$ cat config.mk
export PLATFORM = sky130hd
export DESIGN_NAME = dff_bank_sched_flat
export DESIGN_NICKNAME = d
export VERILOG_FILES = /design/src/rtl/dff_bank_sched_if.sv /design/src/rtl/dff_bank_sched.sv /design/src/flat_wrapper.sv
export SDC_FILE = /design/constraint.sdc
export NUM_CORES = 1
export LEC_CHECK = 0
export ABC_CLOCK_PERIOD_IN_PS = 3700
export BUFFER_PORTS_ARGS = -buffer_cell sky130_fd_sc_hd__buf_2
export CORE_ASPECT_RATIO = 2
export CORE_MARGIN = 2
export CORE_UTILIZATION = 26
export CTS_CLUSTER_SIZE = 8
export DETAILED_ROUTE_END_ITERATION = 16
export SETUP_SLACK_MARGIN = 0.3
export SYNTH_ARGS = -nofsm -noshare
export SYNTH_HDL_FRONTEND = slang
export SYNTH_SLANG_ARGS = --single-unit
$ cat constraint.sdc
create_clock -name clk -period 3.7 [get_ports clk]
set_clock_uncertainty 0.15 [all_clocks]
set_input_delay 0.74 -clock clk [delete_from_list [all_inputs] [get_ports clk]]
set_output_delay 0.74 -clock clk [all_outputs]
set_load 0.02 [all_outputs]
$ cat src/rtl/dff_bank_sched_if.sv
// Purpose: requester-side bundle for the shared-register write scheduler.
// Ports: req/wdata driven by requesters (master); gnt/q/qbar/owner/valid/busy driven by the scheduler (slave).
// Latency/backpressure: none here; this is wiring only, timing lives in dff_bank_sched.
interface dff_bank_sched_if #(
  parameter int NREQ = 4,
  parameter int W    = 8
);
  localparam int IW = (NREQ > 1) ? $clog2(NREQ) : 1;

  logic [NREQ-1:0]   req;
  logic [NREQ*W-1:0] wdata;
  logic [NREQ-1:0]   gnt;
  logic [W-1:0]      q;
  logic [W-1:0]      qbar;
  logic [IW-1:0]     owner;
  logic              valid;
  logic              busy;

  modport master (
    output req, wdata,
    input  gnt, q, qbar, owner, valid, busy
  );

  modport slave (
    input  req, wdata,
    output gnt, q, qbar, owner, valid, busy
  );
endinterface

$ cat src/rtl/dff_bank_sched.sv
// Purpose: arbitrates NREQ writers onto one shared W-bit register, one-cycle gnt per write, HOLD_CYC cool-down.
// Latency: req seen at edge N -> gnt during cycle N+1 -> q/owner/valid updated from cycle N+2; period 2+HOLD_CYC.
// Backpressure: requesters hold req/wdata until their gnt bit; dropping req early withdraws the request.
// Ports: clk, rst (sync, active-low), bus (slave modport: req, wdata in; gnt, q, qbar, owner, valid, busy out).
// Build option: DFF_BANK_SCHED_RR_EN selects round-robin arbitration; otherwise lowest index wins.
module dff_bank_sched #(
  parameter int NREQ     = 4,
  parameter int W        = 8,
  parameter int HOLD_CYC = 1
) (
  input  logic             clk,
  input  logic             rst,
  dff_bank_sched_if.slave  bus
);

  localparam int IW = (NREQ > 1) ? $clog2(NREQ) : 1;

  // Counter reload value; irrelevant when HOLD_CYC is 0 because HOLD is skipped.
  localparam logic [3:0] HOLD_LD = (HOLD_CYC > 0) ? 4'(HOLD_CYC - 1) : 4'd0;

  typedef enum logic [1:0] {
    IDLE  = 2'd0,
    GRANT = 2'd1,
    HOLD  = 2'd2
  } state_t;

  state_t          state;
  logic [IW-1:0]   sel;
  logic [3:0]      cnt;
  logic [W-1:0]    q_r;
  logic [IW-1:0]   owner_r;
  logic            valid_r;

  logic [IW-1:0]   win;
  logic            any_req;
  logic            sel_req;
  logic [NREQ-1:0] gnt_c;

  assign any_req = |bus.req;
  assign sel_req = bus.req[sel];

`ifdef DFF_BANK_SCHED_RR_EN
  // Round-robin pointer: index that gets first look on the next arbitration.
  logic [IW-1:0] ptr;
  logic [IW:0]   scan;

  // Scan from ptr upward with wrap. Iterating from the farthest offset down
  // lets the nearest set request overwrite earlier hits, so no found flag.
  always_comb begin
    win  = '0;
    scan = '0;
    for (int k = NREQ - 1; k >= 0; k--) begin
      scan = {1'b0, ptr} + (IW+1)'(k);
      if (scan >= (IW+1)'(NREQ))
        scan = scan - (IW+1)'(NREQ);
      if (bus.req[scan[IW-1:0]])
        win = scan[IW-1:0];
    end
  end
`else
  // Fixed priority: lowest set index wins, no history.
  always_comb begin
    win = '0;
    for (int i = NREQ - 1; i >= 0; i--) begin
      if (bus.req[i])
        win = IW'(i);
    end
  end
`endif

  always_ff @(posedge clk) begin
    if (!rst) begin
      state   <= IDLE;
      sel     <= '0;
      cnt     <= '0;
      q_r     <= '0;
      owner_r <= '0;
      valid_r <= 1'b0;
`ifdef DFF_BANK_SCHED_RR_EN
      ptr     <= '0;
`endif
    end else begin
      case (state)
        IDLE: begin
          if (any_req) begin
            sel   <= win;
            state <= GRANT;
          end
        end

        GRANT: begin
          if (sel_req) begin
            q_r     <= bus.wdata[int'(sel)*W +: W];
            owner_r <= sel;
            valid_r <= 1'b1;
`ifdef DFF_BANK_SCHED_RR_EN
            ptr     <= (int'(sel) == NREQ - 1) ? '0 : sel + 1'b1;
`endif
            if (HOLD_CYC == 0) begin
              state <= IDLE;
            end else begin
              cnt   <= HOLD_LD;
              state <= HOLD;
            end
          end else begin
            // Requester withdrew before being acknowledged: nothing is written.
            state <= IDLE;
          end
        end

        HOLD: begin
          if (cnt == 4'd0)
            state <= IDLE;
          else
            cnt <= cnt - 4'd1;
        end

        default: state <= IDLE;
      endcase
    end
  end

  // gnt is combinational so a withdrawal or a reset in the GRANT cycle
  // suppresses the acknowledge in that same cycle.
  always_comb begin
    gnt_c = '0;
    if ((state == GRANT) && sel_req && rst)
      gnt_c[sel] = 1'b1;
  end

  assign bus.gnt   = gnt_c;
  assign bus.q     = q_r;
  assign bus.qbar  = ~q_r;
  assign bus.owner = owner_r;
  assign bus.valid = valid_r;
  assign bus.busy  = (state != IDLE);

endmodule

$ cat src/flat_wrapper.sv
// flat-port wrapper written by rule: the top's interface ports become plain ports
module dff_bank_sched_flat 
#(
  parameter int NREQ     = 4,
  parameter int W        = 8,
  parameter int HOLD_CYC = 1
)
  (clk, rst, bus_req, bus_wdata, bus_gnt, bus_q, bus_qbar, bus_owner, bus_valid, bus_busy);
  dff_bank_sched_if #(.NREQ(NREQ), .W(W)) bus_i ();
  input  logic clk;
  input  logic rst;
  input wire logic [$bits(bus_i.req)-1:0] bus_req;
  input wire logic [$bits(bus_i.wdata)-1:0] bus_wdata;
  output wire logic [$bits(bus_i.gnt)-1:0] bus_gnt;
  output wire logic [$bits(bus_i.q)-1:0] bus_q;
  output wire logic [$bits(bus_i.qbar)-1:0] bus_qbar;
  output wire logic [$bits(bus_i.owner)-1:0] bus_owner;
  output wire logic [$bits(bus_i.valid)-1:0] bus_valid;
  output wire logic [$bits(bus_i.busy)-1:0] bus_busy;
  assign bus_i.req = bus_req;
  assign bus_i.wdata = bus_wdata;
  assign bus_gnt = bus_i.gnt;
  assign bus_q = bus_i.q;
  assign bus_qbar = bus_i.qbar;
  assign bus_owner = bus_i.owner;
  assign bus_valid = bus_i.valid;
  assign bus_busy = bus_i.busy;
  dff_bank_sched #(.NREQ(NREQ), .W(W), .HOLD_CYC(HOLD_CYC)) u_core (.clk(clk), .rst(rst), .bus(bus_i));
endmodule
==> qor.csv, run 1 <==
stage,metric,value,unit
status,status,"finished, final reports clean",
logic_synthesis,Main synth FF type,dfxtp_1,
logic_synthesis,"count leader, synth",nor2_1,
worst_setup_path,internal reg-to-reg setup slack,1730,ps
logic_synthesis,Syn. warnings,0,
die,die area,0.00504,mm2
worst_setup_path,Startpoint Class,flip-flop,
logic_synthesis,Synth area leaders,"dfxtp_1 33%, mux4_2 16%, mux2i_1 11%",
placement,Post-Place Worst Slack,1250,ps
die,Core Area,0.00434,mm2
worst_setup_path,Buf/Inv on CP,1,
drt,# DRC,0,
timing,final worst setup slack,1260,ps
power_and_ir_drop,pwr/cell area,365,mW/mm2
timing,highest clock rate,410,MHz
placement,Port Buffers,61,
worst_setup_path,critical path's slowest cell,dfxtp_1,
global_route,largest net degree at the start of global routing,14,
global_route,total gr overflow,0,
placement,Detail Placement HPWL,2520,um
clocking,number of gates resized after cts,0,
final_layout,Post-Route Utilization,35.7,%
global_route,initial antenna violation count,0,
logic_synthesis,Synth async-reset ratio,0,%
die,Row Count,34,
final_layout,# nets final,228,
power_and_ir_drop,Lkg Pwr,0.000692,uW
logic_synthesis,post-synth top area share,32.8,%
min_path,Tightest Hold Check Type,reg -> reg,
logic_synthesis,cells after synthesis,125,
global_route,vias in the first global route,993,
worst_setup_path,required time worst endpoint,2810,ps
min_path,hold path endpoint,u_core.bus.owner[1],
die,Initial Util,26.7,%
logic_synthesis,"Seq/Total Area, Yosys",32.8,%
logic_synthesis,average size of a mapped cell,9.28,um2
timing,final setup TNS,0,ps
worst_setup_path,Reg-to-Reg End,u_core.bus.q[5],
timing,Slew headroom,61.5,%
timing,Final Cycle Share,65.9,%
power_and_ir_drop,total power,565,uW
timing,endpoints failing hold,0,
worst_setup_path,CP max FO,6,
clocking,H-tree level count,1,
die,width of the die,51.2,um
drt,final antenna-violating net count,0,
global_route,first-pass GRT wire length,4430,um
timing,Worst-Margin Slew,578,ps
clocking,Post-CTS Setup Repair Bufs,0,
min_path,Min-Delay Path Depth,2,
logic_synthesis,Synth Register Bits,19,
worst_setup_path,Max stage delay on crit path,500,ps
clocking,clk slew on worst S/H paths,70,ps
worst_setup_path,r2r worst-path depth,4,
timing,unrepaired setup endpoints after global routing,no,
clocking,Sink Count,19,
drt,Avg WL per Cell,12.1,um
drt,routed vias/inst,4.54,
drt,WL final,2890,um
clocking,clock root cell,clkbuf_8,
global_route,total track usage,11.5,%
worst_setup_path,Worst Setup End Kind,output pin,
timing,fin. max-slew vios,0,
logic_synthesis,"top cells by count, synth","20 x nor2_1, 19 x dfxtp_1, 17 x inv_1",
clocking,Clock Latency Late Sink,250,ps
placement,Inst Count DP,235,
final_layout,layout cells sized above 1,42.7,%
worst_setup_path,RR Startpoint,u_core.sel[1],
timing,Setup Viol. Count Final,0,
final_layout,area grow syn2layout,33.4,%
logic_synthesis,Post-synth EDFFs,0,
die,IO Count,62,
drt,drt first pass iters,2,
logic_synthesis,syn_nets,167,
logic_synthesis,"Distinct cells, synth",28,
final_layout,Ant. Diodes,0,
clocking,total CTS buffers,3,
worst_setup_path,Critical Path AT,1550,ps
worst_setup_path,"CP delay by family, top",flip-flops,
worst_setup_path,CP Cell Sequence,mux2_2 > nand2_1 > nor2_1 > buf_2,
drt,initial DRC count,6,
die,Die Ht,98.5,um
clocking,hold buffer count at cts,0,
logic_synthesis,Yosys top cell by area,dfxtp_1,
worst_setup_path,CP Class,reg -> out,
power_and_ir_drop,peak supply drop,0.127,mV
drt,vias,1086,
flow_run,maxcap violations,0,
final_layout,Post-Layout Cell Count,239,
clocking,CTS tree,built,
logic_synthesis,mapped cell area,0.00116,mm2
clocking,CTS max path bufs,2,
timing,minimum clock period,2440,ps
placement,gpl congestion,0.706,
min_path,hold path start,u_core.bus.owner[1],
[cells in the final DEF (no fill, tap or decap), types with 2 or more instances in the layout]
cell type | synthesis | layout
o21ai_0 | 3 | 3
mux4_2 | 8 | 8
inv_1 | 17 | 17
dfxtp_1 | 19 | 19
nor2_1 | 20 | 20
mux2i_1 | 13 | 13
a21oi_1 | 3 | 3
xor2_1 | 2 | 2
clkbuf_8 | 0 | 3
and2_1 | 2 | 2
nand3_1 | 3 | 3
nand2_1 | 10 | 10
o221a_2 | 2 | 2
buf_2 | 1 | 61
nor2b_1 | 2 | 2
ha_1 | 4 | 4
[routing by layer]
| layer | GRT usage [%] | vias to the layer above | routed length [um] |
|---|---|---|---|
| met5 | 0 | - | 0 |
| met4 | 4.86 | 0 | 63 |
| met3 | 1.21 | 5 | 117 |
| met2 | 24.6 | 25 | 1860 |
| met1 | 9.56 | 513 | 850 |
| li1 | - | 543 | - |
[worst register-to-register path: stages (launching register included)]
cell	delay (ps)
dfxtp_1	640
and2_1	240
a22o_1	520
mux2i_1	250
nor2_1	50
[cell type report]
type	count	area, um2
Fill cell	482	2790
Sequential cell	19	380
Inverter	17	63.8
Clock buffer	3	41.3
Clock inverter	1	5.00
Multi-Input combinational cell	83	677
Tap cell	54	67.6
Timing Repair Buffer	62	313
[kinds of logic (layout without fill, tap and decap cells)]
logic type | count (synthesis) | count (layout) | share of synthesized area [%]
fa+ha+maj | 4 | 4 | 4.32
compound gates | 11 | 11 | 6.69
buf+inv | 23 | 83 | 8.85
simple gates | 43 | 43 | 16.8
mux | 23 | 23 | 29.0
xor+xnor | 2 | 2 | 1.51
flops | 19 | 19 | 32.8
[worst max path at each step]
stage,cells after the start,end,start
after detailed placement,5,bus_gnt[1],bus_req[1]
after CTS,4,bus_gnt[1],u_core.sel[0]
final,4,bus_gnt[1],u_core.sel[0]
after global routing,6,bus_gnt[1],u_core.state[1]
after floorplan,3,bus_gnt[1],rst
after global placement,5,bus_gnt[1],bus_req[1]
[where the power goes]
part	switching [uW]	internal (uW)	total, uW
registers	17.6	221	238
logic	94.9	89.0	184
clock network	68.1	74.8	143
total	181	384	565
[metrics by stage]
stage / area, um2 / hold WS (ps)
after floorplan: 1160 / 297
after global placement: 1500 / 298
after detailed placement: 1500 / 309
after CTS: 1550 / 321
after global routing: 1550 / 348
final: 1550 / 314
[state kept, by name, indices dropped and copies added (netlist names)]
name	count
u_core.bus.valid	1
u_core.state	2
u_core.bus.owner	2
u_core.bus.q	8
u_core.cnt	4
u_core.sel	2
Power figures use the tool's default switching activity.
==> run 2: changes to the inputs <==
--- a/config.mk
+++ b/config.mk
@@ -5,7 +5,7 @@
 export SDC_FILE = /design/constraint.sdc
 export NUM_CORES = 1
 export LEC_CHECK = 0
-export ABC_CLOCK_PERIOD_IN_PS = 3700
+export ABC_CLOCK_PERIOD_IN_PS = 2000
 export BUFFER_PORTS_ARGS = -buffer_cell sky130_fd_sc_hd__buf_2
 export CORE_ASPECT_RATIO = 2
 export CORE_MARGIN = 2
==> constraint.sdc (replaced) <==
create_clock -name clk -period 2 [get_ports clk]
set_clock_uncertainty 0.15 [all_clocks]
set_input_delay 0.4 -clock clk [delete_from_list [all_inputs] [get_ports clk]]
set_output_delay 0.4 -clock clk [all_outputs]
set_load 0.02 [all_outputs]
==> run 2 against run 1 <==
  * Die area did not move
  * Global-route usage up 2.6 points
  * Clock power rose by 86%
  * Sequential cell count is the same
  * Core utilization rose by 5.0 points
  * Largest cell class unchanged
==> qor.csv, run 2 (synthesis results as in run 1) <==
stage,metric,value,unit,change
timing,endpoints failing hold,0,,unchanged
final_layout,fill count,466,,-3.3%
clocking,Clock Latency Late Sink,260,ps,about the same
global_route,vias in the first global route,1204,,+21%
power_and_ir_drop,pwr/cell area,635,mW/mm2,+74%
worst_setup_path,CP Cell Sequence,inv_2 > ha_4 > nor2b_4 > nand2_4 > nor2_4 > buf_6,,
clocking,Sink Count,19,,unchanged
final_layout,layout cells sized above 1,58.8,%,+16 points
min_path,Tightest Hold Check Type,reg -> reg,,
flow_run,maxcap violations,0,,unchanged
final_layout,Post-Route Utilization,40.7,%,+5.0 points
timing,Setup Viol. Count Final,0,,unchanged
timing,fin. max-slew vios,0,,unchanged
die,width of the die,51.2,um,unchanged
final_layout,# nets final,237,,+3.9%
clocking,clock root cell,clkbuf_8,,
placement,Post-Place Worst Slack,146,ps,-1110 ps
placement,Port Buffers,61,,unchanged
worst_setup_path,critical path's slowest cell,dfxtp_2,,
worst_setup_path,Max stage delay on crit path,330,ps,-170 ps
worst_setup_path,required time worst endpoint,1450,ps,-1360 ps
die,Initial Util,26.7,%,unchanged
clocking,CTS tree,built,,
drt,drt first pass iters,2,,unchanged
worst_setup_path,Worst Setup End Kind,output pin,,
timing,Final Cycle Share,93.4,%,
timing,Slew headroom,64.2,%,+2.8 points
clocking,CTS max path bufs,2,,unchanged
die,Row Count,34,,unchanged
final_layout,"commonest non-fill, non-tap cells in the layout","57 x buf_2, 15 x nor2_1, 14 x inv_1",,
clocking,total CTS buffers,3,,unchanged
die,die area,0.00504,mm2,unchanged
final_layout,Largest register FFs,8,,unchanged
power_and_ir_drop,Lkg Pwr,0.000763,uW,+10%
timing,minimum clock period,1870,ps,
worst_setup_path,Critical Path AT,1320,ps,-230 ps
status,status,"finished, final reports clean",,
timing,Worst-Margin Slew,531,ps,-46.2 ps
min_path,hold path start,u_core.bus.owner[1],,
final_layout,Ant. Diodes,0,,unchanged
timing,final setup TNS,0,ps,unchanged
worst_setup_path,RR Startpoint,u_core.sel[0],,
drt,vias,1147,,+5.6%
drt,WL final,3210,um,+11%
placement,Placed Area,0.00152,mm2,+1.5%
worst_setup_path,CP Class,reg -> out,,
worst_setup_path,origin of the worst setup path,u_core.state[1],,
worst_setup_path,Startpoint Class,flip-flop,,
die,Core Area,0.00434,mm2,unchanged
clocking,H-tree level count,1,,unchanged
drt,Avg WL per Cell,12.9,um,+7.0%
global_route,first-pass GRT wire length,5370,um,+21%
final_layout,final instance area,0.00176,mm2,+14%
timing,unrepaired setup endpoints after global routing,yes,,
clocking,hold buffer count at cts,0,,unchanged
drt,final antenna-violating net count,0,,unchanged
power_and_ir_drop,peak supply drop,0.272,mV,+110%
die,Die Ht,98.5,um,unchanged
timing,highest clock rate,536,MHz,
final_layout,area grow syn2layout,52.1,%,
global_route,total track usage,14.0,%,+2.6 points
worst_setup_path,CP max FO,3,,-3
global_route,largest net degree at the start of global routing,14,,unchanged
drt,routed vias/inst,4.63,,+1.8%
drt,# DRC,0,,unchanged
placement,gpl congestion,0.756,,+7.1%
clocking,clk slew on worst S/H paths,70,ps,about the same
global_route,initial antenna violation count,0,,unchanged
timing,final worst setup slack,133,ps,-1130 ps
drt,initial DRC count,9,,+3
die,IO Count,62,,unchanged
placement,Detail Placement HPWL,2480,um,-1.7%
final_layout,"commonest non-fill, non-tap cell in the layout",buf_2,,
global_route,total gr overflow,0,,unchanged
[run 2: power breakdown]
| group | internal [uW] | total (uW) | leakage, uW | switching, uW |
|---|---|---|---|---|
| Sequential | 411 | 438 | 0.000157 | 27.2 |
| Clock | 138 | 266 | 0.0000255 | 128 |
| Combinational | 203 | 416 | 0.000580 | 213 |
[run 2: final cells by class]
cell class	count	area, um2	area share (%)
clock buffers	3	41.3	2.34
flip-flops and latches	19	390	22.1
repair buffers	71	405	23.0
clock inverters	1	5.00	0.284
multi-input cells	83	791	44.8
well taps	54	67.6	3.83
inverters	17	63.8	3.62
[run 2: final timing paths]
path | to | slack, ps | depth (start not counted)
hold reg to reg | u_core.bus.owner[1] | 310 | 2
setup / recovery | bus_gnt[1] | 130 | 6
setup reg to reg | u_core.bus.q[7] | 320 | 5
hold / removal | u_core.bus.owner[1] | 310 | 2
[run 2: per-layer routing]
metal | vias to the layer above | share of wire, % | wire length, um | GRT usage [%]
met1 | 554 | 30 | 974 | 12.2
li1 | 559 | - | - | -
met5 | - | 0 | 0 | 0
met4 | 0 | 3.2 | 102 | 8.10
met2 | 28 | 63 | 2010 | 28.4
met3 | 6 | 3.7 | 118 | 1.67
[run 2: what timing repair did]
item / in CTS / in global routing
pin swaps: 7 / 9
endpoints found under the setup margin: 20 / 21
gates resized for setup: 36 / 11
hold endpoints to repair: 0 / 0
buffers inserted: 5 / 1
[run 2: critical path: cells and delay by family (launching register included)]
family	cells	cell delay (ps)
buf+inv	2	200
flops	1	330
simple gates	3	380
fa+ha+maj	1	150
[run 2: per-stage QoR]
stage          hold slack, ps  power (uW)  instances
2_1_floorplan             297         691        125
3_3_place_gp              293         800        238
3_5_place_dp              301         806        238
4_1_cts                   320        1130        247
5_1_grt                   346        1190        248
6_report                  314        1120        248
==> run 3: changes to the inputs <==
--- a/config.mk
+++ b/config.mk
@@ -5,13 +5,14 @@
 export SDC_FILE = /design/constraint.sdc
 export NUM_CORES = 1
 export LEC_CHECK = 0
-export ABC_CLOCK_PERIOD_IN_PS = 2000
+export ABC_CLOCK_PERIOD_IN_PS = 1600
 export BUFFER_PORTS_ARGS = -buffer_cell sky130_fd_sc_hd__buf_2
 export CORE_ASPECT_RATIO = 2
 export CORE_MARGIN = 2
 export CORE_UTILIZATION = 26
 export CTS_CLUSTER_SIZE = 8
 export DETAILED_ROUTE_END_ITERATION = 16
+export PLACE_DENSITY = 0.65
 export SETUP_SLACK_MARGIN = 0.3
 export SYNTH_ARGS = -nofsm -noshare
 export SYNTH_HDL_FRONTEND = slang
==> constraint.sdc (replaced) <==
create_clock -name clk -period 1.6 [get_ports clk]
set_clock_uncertainty 0.15 [all_clocks]
set_input_delay 0.32 -clock clk [delete_from_list [all_inputs] [get_ports clk]]
set_output_delay 0.32 -clock clk [all_outputs]
set_load 0.02 [all_outputs]
==> run 3 against run 2 <==
  * Hold slack got worse by 5.6 ps
  * Sequential cell count stayed put
  * Sequential power grew 26%
  * Largest cell class unchanged
  * Via count grew 3.9%
  * Non-clock buffer count increased by 16
  * Combinational power up 53%
  * Power rose by 36%
  * Wire length is 3.0% higher
  * First-iteration DRC count grew 130%
  * The flow now finishes with violations (setup timing)
  * Die area is the same
==> qor.csv, run 3 (synthesis results as in run 1) <==
stage,metric,value,unit,change
status,status,finished with violations,,
status,failing checks,setup timing,,
final_layout,Ant. Diodes,0,,unchanged
die,die area,0.00504,mm2,unchanged
power_and_ir_drop,pwr/cell area,762,mW/mm2,+20%
placement,Detail Placement HPWL,2590,um,+4.6%
clocking,total CTS buffers,3,,unchanged
clocking,clk slew on worst S/H paths,80,ps,about the same
timing,fin. max-slew vios,0,,unchanged
drt,drt first pass iters,4,,+2
power_and_ir_drop,peak supply drop,0.455,mV,+67%
global_route,initial antenna violation count,0,,unchanged
timing,highest clock rate,578,MHz,
timing,endpoints failing hold,0,,unchanged
timing,Setup Viol. Count Final,19,,+19
drt,final antenna-violating net count,0,,unchanged
power_and_ir_drop,Pint,1030,uW,+37%
die,Core Area,0.00434,mm2,unchanged
power_and_ir_drop,total power,1530,uW,+36%
final_layout,"commonest non-fill, non-tap cells in the layout","55 x buf_2, 22 x buf_4, 13 x inv_1, 13 x mux2i_1, 13 x nor2_1",,
die,IO Count,62,,unchanged
timing,minimum clock period,1730,ps,
die,Row Count,34,,unchanged
final_layout,# nets final,253,,+6.8%
global_route,total gr overflow,0,,unchanged
global_route,total track usage,13.4,%,-0.66 points
min_path,Tightest Hold Check Type,reg -> reg,,
timing,final worst setup slack,-131,ps,-264 ps
worst_setup_path,CP Class,reg -> out,,
timing,unrepaired setup endpoints after global routing,yes,,
die,Die Ht,98.5,um,unchanged
die,width of the die,51.2,um,unchanged
power_and_ir_drop,Sw Share,32.4,%,-0.49 points
timing,final setup TNS,-1660,ps,-1660 ps
global_route,vias in the first global route,1187,,-1.4%
timing,Final Cycle Share,108,%,
worst_setup_path,Worst Setup End Kind,output pin,,
clocking,H-tree level count,1,,unchanged
power_and_ir_drop,Lkg Pwr,0.000885,uW,+16%
power_and_ir_drop,Gate power share,41.8,%,+4.6 points
worst_setup_path,CP max FO,3,,unchanged
placement,gpl congestion,0.788,,+4.2%
timing,hold slack,309,ps,-5.55 ps
final_layout,layout cells sized above 1,66.7,%,+7.9 points
worst_setup_path,required time worst endpoint,1130,ps,-320 ps
clocking,CTS max path bufs,2,,unchanged
drt,WL final,3310,um,+3.0%
timing,Slew headroom,79.2,%,+15 points
drt,vias,1192,,+3.9%
drt,routed vias/inst,4.52,,-2.4%
clocking,clock root cell,clkbuf_8,,
flow_run,maxcap violations,0,,unchanged
global_route,largest net degree at the start of global routing,13,,-1
clocking,CTS tree,built,,
final_layout,"commonest non-fill, non-tap cell in the layout",buf_2,,
worst_setup_path,Startpoint Class,flip-flop,,
power_and_ir_drop,Clk pwr share,22.2,%,-1.6 points
die,Initial Util,26.7,%,unchanged
drt,Avg WL per Cell,12.5,um,-3.3%
drt,# DRC,0,,unchanged
drt,initial DRC count,21,,+12
final_layout,Largest register FFs,8,,unchanged
global_route,first-pass GRT wire length,5090,um,-5.3%
worst_setup_path,Critical Path AT,1260,ps,-60 ps
final_layout,fill count,465,,-0.21%
timing,Worst-Margin Slew,312,ps,-220 ps
clocking,Sink Count,19,,unchanged
final_layout,area grow syn2layout,72.9,%,
power_and_ir_drop,P_sw,494,uW,+34%
placement,Port Buffers,61,,unchanged
power_and_ir_drop,share of power burned in registers,36.0,%,-3.1 points
clocking,Clock Latency Late Sink,260,ps,about the same
## run 3: worst paths after layout
kind	from	end	slack [ps]	cells past startpoint
max	u_core.state[1]	bus_gnt[3]	-130	6
min	u_core.bus.owner[1]	u_core.bus.owner[1]	310	2
max reg2reg	u_core.sel[0]	u_core.bus.q[0]	-110	6
min reg2reg	u_core.bus.owner[1]	u_core.bus.owner[1]	310	2
## run 3: layout make-up
cell class                 instances  area, um2  share of cell area (%)
timing repair buffer              87        584                    29.1
clock inverter                     1       5.00                   0.250
inverter                          17       66.3                    3.31
tap                               54       67.6                    3.37
clock buffer                       3       41.3                    2.06
multi-input combinational         83        842                    42.0
sequential                        19        399                    19.9
## run 3: worst max-delay path, cell delays in order (launching register included)
cell and delay [ps]:
dfxtp_2 330, inv_2 70, ha_4 130, and2_4 160
nand2_4 80, nor2_4 110, buf_6 120
## run 3: routing by layer
metal | track usage (%) | vias up | share of wire, %
met4 | 6.68 | 0 | 2.4
li1 | - | 595 | -
met1 | 11.2 | 561 | 30
met5 | 0 | - | 0
met3 | 1.82 | 6 | 3.9
met2 | 27.8 | 30 | 64
## run 3: power groups by stage
stage	logic [uW]	registers, uW	clock network, uW
floorplan	357	577	0
global placement	556	556	0
detailed placement	563	556	0
CTS	587	547	362
global route	687	557	380
finish	638	550	340
## run 3: what timing repair did
| item | CTS | global route |
|---|---|---|
| pin swaps | 4 | 6 |
| hold buffers | 0 | 0 |
| resized for setup | 14 | 15 |
| gates cloned | 0 | 1 |
| buffers inserted | 4 | 4 |
| setup endpoints to repair | 24 | 31 |
## run 3: stage by stage
step / util (%) / cells / cell area [um2] / setup WS, ps
finish: 46.2 / 264 / 2010 / -131
global placement: 41.1 / 251 / 1780 / -50.9
detailed placement: 41.1 / 251 / 1780 / -79.3
global route: 46.2 / 264 / 2010 / -195
floorplan: - / 125 / 1300 / 62.6
CTS: 43.8 / 259 / 1900 / -141
